==> config.mk <==
export PLATFORM = sky130hd
export DESIGN_NAME = quiz_round_arbiter
export DESIGN_NICKNAME = d
export VERILOG_FILES = /design/src/rtl/quiz_round_arbiter.sv
export SDC_FILE = /design/constraint.sdc
export NUM_CORES = 1
export LEC_CHECK = 0
export CORE_MARGIN = 2
export CORE_UTILIZATION = 35
export DETAILED_ROUTE_END_ITERATION = 6
export HOLD_SLACK_MARGIN = 0.03
export PLACE_DENSITY = 0.56
export SYNTH_ARGS = -nofsm -noshare
export SYNTH_HDL_FRONTEND = slang
export SYNTH_SLANG_ARGS = --single-unit
export TNS_END_PERCENT = 20
==> constraint.sdc <==
create_clock -name clock -period 2.5 [get_ports clock]
set_clock_uncertainty 0.15 [all_clocks]
set_input_delay 0.5 -clock clock [delete_from_list [all_inputs] [get_ports clock]]
set_output_delay 0.5 -clock clock [all_outputs]
set_load 0.02 [all_outputs]
==> src/rtl/quiz_round_arbiter.sv <==
// Quiz round controller and three-way buzzer arbiter.
// Arms a round on a host start edge, grants the answer slot to one contestant
// (round-robin among simultaneous presses), runs the arm/answer countdowns and
// raises the beep request when the answer time runs out.
module quiz_round_arbiter #(
  parameter int TICK_DIV    = 50000000,
  parameter int ARM_SECS    = 10,
  parameter int ANSWER_SECS = 20
) (
  input  logic       clock,
  input  logic       reset,
  input  logic       start,
  input  logic [2:0] con,
  input  logic       host_ok,
  input  logic       host_clear,
  output logic [2:0] chose,
  output logic       judge,
  output logic [2:0] foul,
  output logic [7:0] time_left,
  output logic [2:0] state,
  output logic       beep
);

  localparam int            PW        = (TICK_DIV > 2) ? $clog2(TICK_DIV) : 1;
  localparam logic [PW-1:0] PRESC_MAX = PW'(TICK_DIV - 1);
  localparam logic [7:0]    ARM_LOAD  = 8'(ARM_SECS);
  localparam logic [7:0]    ANS_LOAD  = 8'(ANSWER_SECS);

  typedef enum logic [2:0] {
    ST_IDLE    = 3'd0,
    ST_ARMED   = 3'd1,
    ST_ANSWER  = 3'd2,
    ST_TIMEOUT = 3'd3,
    ST_DONE    = 3'd4
  } state_t;

  state_t        state_q, state_d;
  logic [2:0]    chose_q, chose_d;
  logic [2:0]    foul_q, foul_d;
  logic [7:0]    tl_q, tl_d;
  logic [1:0]    ptr_q, ptr_d;
  logic [PW-1:0] presc_q, presc_d;
  logic          start_q;

  logic          start_rise;
  logic          tick;
  logic [2:0]    req;
  logic [1:0]    order [3];
  logic [2:0]    grant_vec;
  logic [1:0]    winner;
  logic          found;
  logic [1:0]    ptr_after_win;

  assign start_rise = start & ~start_q;
  assign tick       = (presc_q == PRESC_MAX);
  // Contestants who jumped the gun before the round was armed stay locked out.
  assign req        = con & ~foul_q;

  // Search order for this round: ptr, ptr+1, ptr+2 (mod 3).
  genvar gi;
  generate
    for (gi = 0; gi < 3; gi++) begin : g_order
      logic [2:0] sum;
      assign sum       = {1'b0, ptr_q} + 3'(gi);
      assign order[gi] = (sum >= 3'd3) ? 2'(sum - 3'd3) : sum[1:0];
    end
  endgenerate

  // Pick the first eligible requester in round-robin order.
  always_comb begin
    found  = 1'b0;
    winner = 2'd0;
    for (int k = 0; k < 3; k++) begin
      if (!found && req[order[k]]) begin
        found  = 1'b1;
        winner = order[k];
      end
    end
    grant_vec     = found ? (3'b001 << winner) : 3'b000;
    ptr_after_win = (winner == 2'd2) ? 2'd0 : winner + 2'd1;
  end

  // Round FSM next-state, countdown and prescaler control.
  always_comb begin
    state_d = state_q;
    chose_d = chose_q;
    foul_d  = foul_q;
    tl_d    = tl_q;
    ptr_d   = ptr_q;
    presc_d = tick ? '0 : presc_q + 1'b1;

    case (state_q)
      ST_IDLE: begin
        foul_d = foul_q | con;
        if (start_rise) begin
          state_d = ST_ARMED;
          tl_d    = ARM_LOAD;
          presc_d = '0;
        end
      end
      ST_ARMED: begin
        // A press on the final tick still wins over expiry.
        if (found) begin
          state_d = ST_ANSWER;
          chose_d = grant_vec;
          ptr_d   = ptr_after_win;
          tl_d    = ANS_LOAD;
          presc_d = '0;
        end else if (tick) begin
          if (tl_q <= 8'd1) begin
            state_d = ST_DONE;
            chose_d = 3'b000;
            tl_d    = 8'd0;
            presc_d = '0;
          end else begin
            tl_d = tl_q - 8'd1;
          end
        end
      end
      ST_ANSWER: begin
        // host_ok beats the final tick, so an accepted answer never beeps.
        if (host_ok) begin
          state_d = ST_DONE;
        end else if (tick) begin
          if (tl_q <= 8'd1) begin
            state_d = ST_TIMEOUT;
            tl_d    = 8'd0;
            presc_d = '0;
          end else begin
            tl_d = tl_q - 8'd1;
          end
        end
      end
      ST_TIMEOUT: begin
        // The beep lasts one full prescaler period from entry.
        if (tick) begin
          state_d = ST_DONE;
        end
      end
      ST_DONE: begin
        if (start_rise) begin
          state_d = ST_ARMED;
          chose_d = 3'b000;
          tl_d    = ARM_LOAD;
          presc_d = '0;
        end
      end
      default: begin
        state_d = ST_IDLE;
        chose_d = 3'b000;
        tl_d    = 8'd0;
      end
    endcase

    // Host abort overrides everything except reset; ptr keeps its fairness history.
    if (host_clear) begin
      state_d = ST_IDLE;
      chose_d = 3'b000;
      foul_d  = 3'b000;
      tl_d    = 8'd0;
    end
  end

  // State and datapath registers with synchronous active-low reset.
  always_ff @(posedge clock) begin
    if (!reset) begin
      state_q <= ST_IDLE;
      chose_q <= 3'b000;
      foul_q  <= 3'b000;
      tl_q    <= 8'd0;
      ptr_q   <= 2'd0;
      presc_q <= '0;
      start_q <= 1'b0;
    end else begin
      state_q <= state_d;
      chose_q <= chose_d;
      foul_q  <= foul_d;
      tl_q    <= tl_d;
      ptr_q   <= ptr_d;
      presc_q <= presc_d;
      start_q <= start;
    end
  end

  assign chose     = chose_q;
  assign judge     = |chose_q;
  assign foul      = foul_q;
  assign time_left = tl_q;
  assign state     = state_q;
  assign beep      = (state_q == ST_TIMEOUT);

endmodule

* Word-level counts from Yosys, hierarchy flattened *
Index checks and enable logic that the tools add are counted.

cells by class
  add/subtract/negate cells = 8
  reduce and logical (&&, ||, !) cells = 13
  bitwise gates (word level) = 8
  magnitude comparators = 7
  equality and inequality tests = 14
  shift operators = 1
  multiplexer cells = 43

operators with widths
  kind                   count
  $mux 26                6
  $pmux 26 s3            1
  $mux 8                 5
  $mux 3                 12
  $pmux 8 s4             1
  $add 26x1->26 const B  1
  $eq 26x26->1 const B   1
  $mux 2                 7
  $ne 3x3->1 const B     4
  $pmux 3 s4             1
  $lt 2x3->1 const B     3
  $pmux 3 s3             1
  $le 8x1->1 const B     1
  $sub 8x1->8 const B    1
  $bmux 1 s2             3
  $eq 3x2->1 const B     2
  $ge 3x2->1 const B     2
  $mux 1                 6
  $reduce_and 6->1       1
  $reduce_or 3->1        2
  $sub 2x2->2 const B    3
  $ne 2x1->1 const B     2
  $ne 2x2->1 const B     2
  $not 1->1              4
  19 further kinds       22

storage, ports and cells
  bits of input ports = 8
  logic and storage cells = 101
  flip-flop bits (word level) = 46

* Longest topological paths before layout *
Gate-level depths: netlist of the first run.

  depth in word-level cells = 14
  mapped depth = 10
  mapped depth without buffers = 8

* Least setup slack after synthesis of the first run *
No wires, ideal clock.

  path type = reg-to-reg
  from = register presc_q[10]
  to = register tl_q[7] (netlist: time_left[7])
  setup time = 0.132 ns
  path slack = -0.269 ns
  data arrival time = 2.487 ns
  stages on the path, launching flop included = 8
  clock period less this slack = 2.769 ns
  path buffers = 1
  required time = 2.218 ns
  path through = dfxtp_1 > or4b_1 > or4_1 > or4_4 > buf_6 > o31a_1 > o211ai_1 > a21oi_1

on the way
  cells in the longest elaborated chain, start to end = 4

RTL lines
  what                              RTL line  RTL
  start: declaration                42        logic [PW-1:0] presc_q, presc_d;
  start signal: assignment          180       presc_q <= presc_d;
  $eq 26x26->1 *                    55        assign tick = (presc_q == PRESC_MAX);
  $mux 8 *                          --
  $mux 8, on equally long branches  --
  $pmux 8 s4 *                      --
  end signal: assignment            178       tl_q <= tl_d;
  end: declaration                  40        logic [7:0] tl_q, tl_d;

Every way passes the cells marked *; elsewhere a longest branch is shown, timed or not. The select of a mux whose other input is x is not followed.
A chain may end at the register's enable or synchronous reset.

* Worst setup path in the final report of the first run *
  from = register presc_q[10]
  to = register tl_q[3] (netlist: time_left[3])

The elaborated chain is that of the path after synthesis.

==> flow_summary_export.csv, run 1 <==
group,metric,value,unit
floorplan,core,6830,sq um
clocking,cts_max_level,2,
routing,drt-total-wl,6.27,mm
timing,period_minus_slack,2710,ps
worst_setup_path,worstPathRequired,2540,ps
grt,grt_max_degree,26,
worst_setup_path,critPathCapture,"time_left[3]",
cells_and_area,antenna_cells,0,
timing,holdWs,328,ps
logic_synthesis,yosys_most_used_dff,"dfxtp_1",
timing,slew_viol_final,0,
grt,grt_pass1_vias,2357,
logic_synthesis,synth_common_cells,"nor2_1, dfxtp_1, nand2_1, xnor2_1",
worst_setup_path,arrival,2750,ps
hold_path,min_path_type,"flop to flop",
timing,max_freq,0.369,GHz
timing,period_share,1.08,
logic_synthesis,yosys_register_bits,46,
logic_synthesis,yosysSeqAreaShare,0.370,
floorplan,die_w,88.3,um
logic_synthesis,synth-warning-count,0,
pwr,p_seq_frac,0.462,
clocking,clk_latency,300,ps
logic_synthesis,synth_edf_count,0,
timing,setup_tns,-5140,ps
placement,port_buffers,26,
pwr,ir_drop,0.226,mV
clocking,cts_max_path_buffers,2,
pwr,power,1.64,mW
timing,worst_pin_slew,456,ps
worst_setup_path,critPathTopFamily,"simple AND/OR/NAND/NOR gates",
flow_run,max_cap_viol_count,0,
cells_and_area,fin_nets,377,
grt,track_usage,0.176,
cells_and_area,final_layout_size_suffix_gt1_frac,0.175,
cells_and_area,final_cell_area,3310,sq um
placement,gp_congestion,0.813,
logic_synthesis,synth_top_family_by_area,"simple AND/OR/NAND/NOR gates",
logic_synthesis,synth_mux_area_frac,0.0121,
timing,finalSetupViolations,34,
logic_synthesis,yosysMostFrequentCell,"nor2_1",
pwr,power.net_switching,0.378,mW
routing,drc,0,
worst_setup_path,end_kind,"flop",
logic_synthesis,synth-simple-area-share,0.302,
logic_synthesis,synth.avg_cell_area,8.07,sq um
logic_synthesis,synth_top_area_share,0.370,
cells_and_area,post-route-util,0.485,
routing,wl_per_cell,13.6,um
pwr,switching_share,0.231,
clocking,cts_root_buffer,"clkbuf_8",
routing,final_antenna_net_count,0,
logic_synthesis,synth-compound-area-share,0.159,
floorplan,dieArea,7790,sq um
grt,grt_antenna_before_repair,0,
logic_synthesis,synth_top_cell_by_area,"dfxtp_1",
placement,place_area,3050,sq um
worst_setup_path,regToRegSetupSlack,-210,ps
floorplan,start_util,0.364,
routing,viasPerCell,5.08,
routing,vias,2341,
clocking,cts_buffers,5,
logic_synthesis,synthTopCellsByArea,"dfxtp_1, nor2_1, xnor2_1",
pwr,intPower,1.26,mW
worst_setup_path,cp_common_cell,"or4_4",
outcome,failed_checks,"setup timing",
worst_setup_path,cp-startpoint,"presc_q[10]",
timing,final.setup.worst_slack,-210,ps
worst_setup_path,path_buf_inv,0,
logic_synthesis,async_flop_share,0,
worst_setup_path,cp_cell_sequence,"or4b_1 > or4_4 > or4_4 > o31a_2 > o211ai_1 > a31oi_1",
pwr,leakage,1.20,nW
worst_setup_path,critPathMaxStageDelay,550,ps
pwr,clkPwrFrac,0.420,
worst_setup_path,critPathKind,"flop to flop",
outcome,status,"finished with violations",
timing,slew_headroom,0.696,
timing,hold_viol,0,
worst_setup_path,crit_slowest_cell,"or4_4",
floorplan,std_cell_rows,30,
cells_and_area,fill_cells,702,
floorplan,pin_count,27,
grt,grt.overflow.total,0,
routing,dr.pass1.iters,4,
cells_and_area,syn_to_final_growth,33.2,%
grt,grt_pass1_wl,10.8,mm
floorplan,chipHeight,88.3,um
routing,drtIter0Drc,85,
clocking,cts_tree,"yes",
clocking,clk_pin_slew_worst_paths,90,ps
pwr,powerDensity,494,nW/um^2
logic_synthesis,synth.distinct_cells,55,
worst_setup_path,critPathMaxFanout,5,
logic_synthesis,syn_area,2490,sq um
logic_synthesis,synth_adder_area_share,0.0292,
worst_setup_path,startpoint_type,"flop",
placement,dp_hpwl,4.48,mm
timing,rsz0062_at_grt,"yes",
logic_synthesis,synthXorXnorAreaFrac,0.0845,
pwr,comb_power_share,0.117,
worst_setup_path,cp.depth,6,
clocking,cts.sinks,46,
worst_setup_path,crit-reg2reg-launch,"presc_q[10]",
worst_setup_path,reg2reg_to,"time_left[3]",
worst_setup_path,reg2regPathDepth,6,
logic_synthesis,synth_nets,321,
logic_synthesis,synthCells,308,
placed cells by master, fill, tap and decap left out, drive strengths merged, types with 2 or more instances in the layout:
cell            n
nor2           49
dfxtp          46
buf            34
clkdlybuf4s50  25
nand2          16
xnor2          15
inv            14
a21oi          14
nand3          13
nor3           13
o21ai          11
nand2b          9
xor2            9
nand4           8
nor4            7
clkbuf          6
or4             6
nor2b           5
ha              5
or3             4
a211oi          4
o211ai          4
and2            4
a21boi          3
mux2i           3
a32o            3
or2             3
o21a            2
and4            2
nand4b          2
a21o            2
a31oi           2
and3            2
bufinv          2
o311ai          2
o31a            2
flip-flops by register name (all words and copies together), names as in the netlist:
signal,count
presc_q,26
time_left,8
chose,3
foul,3
state,3
ptr_q,2
start_q,1
layout make-up:
class	count	area (sq um)	share of cell area
Clock buffer	6	82.6	0.0249
Clock inverter	2	60.1	0.0181
Inverter	14	52.6	0.0159
Multi-Input combinational cell	237	1540	0.466
Sequential cell	46	923	0.279
Tap cell	96	120	0.0363
Timing Repair Buffer	60	531	0.160
metrics by stage:
step	instances	setup WS, ps
after global placement	448	-221
after floorplan	308	-172
final	461	-210
after detailed placement	448	-230
after global routing	461	-311
after CTS	461	-206
logic make-up after synthesis:
kind of cell             count (synthesis)
XOR/XNOR                                24
AND/OR/NAND/NOR                        145
adder cells (fa/ha/maj)                  6
multiplexers                             3
flip-flops                              46
buffers and inverters                   26
AO/OA/AOI/OAI                           58
power by group through the flow:
stage	combinational [mW]	clock, mW	sequential [mW]
after global placement	0.186	0	0.773
after CTS	0.189	0.706	0.756
final	0.192	0.688	0.756
after detailed placement	0.186	0	0.773
after floorplan	0.0961	0	0.779
after global routing	0.212	0.736	0.759
worst min-delay path by stage:
| stage | start | to | slack [ps] | cells after the start |
|---|---|---|---|---|
| 2_1_floorplan | presc_q[0] | presc_q[0] | 300 | 1 |
| 3_3_place_gp | chose[1] | chose[1] | 310 | 1 |
| 3_5_place_dp | chose[1] | chose[1] | 310 | 1 |
| 4_1_cts | chose[1] | chose[1] | 330 | 1 |
| 5_1_grt | chose[1] | chose[1] | 350 | 1 |
| 6_report | chose[1] | chose[1] | 330 | 1 |
metal layers:
| layer | up-vias | wire length (um) | GRT usage |
|---|---|---|---|
| li1 | 1209 | - | - |
| met1 | 1085 | 3020 | 0.222 |
| met2 | 37 | 2960 | 0.301 |
| met3 | 10 | 189 | 0.0392 |
| met4 | 0 | 91 | 0.0551 |
| met5 | - | 0 | 0 |
what timing repair did:
item / CTS / global route
setup buffers: 4 / 0
pin swaps: 6 / 5
setup endpoints to repair: 35 / 40
hold buffers: 0 / 0
cloned: 1 / 0
gates resized for setup: 12 / 8
(Power assumes the default switching activity.)
==> run 2, diff against run 1 <==
--- a/config.mk
+++ b/config.mk
@@ -5,6 +5,7 @@
 export SDC_FILE = /design/constraint.sdc
 export NUM_CORES = 1
 export LEC_CHECK = 0
+export ABC_CLOCK_PERIOD_IN_PS = 2500
 export CORE_MARGIN = 2
 export CORE_UTILIZATION = 35
 export DETAILED_ROUTE_END_ITERATION = 6
==> results of run 2 <==
Final layout, timing and power as in run 1 (identical DEF).
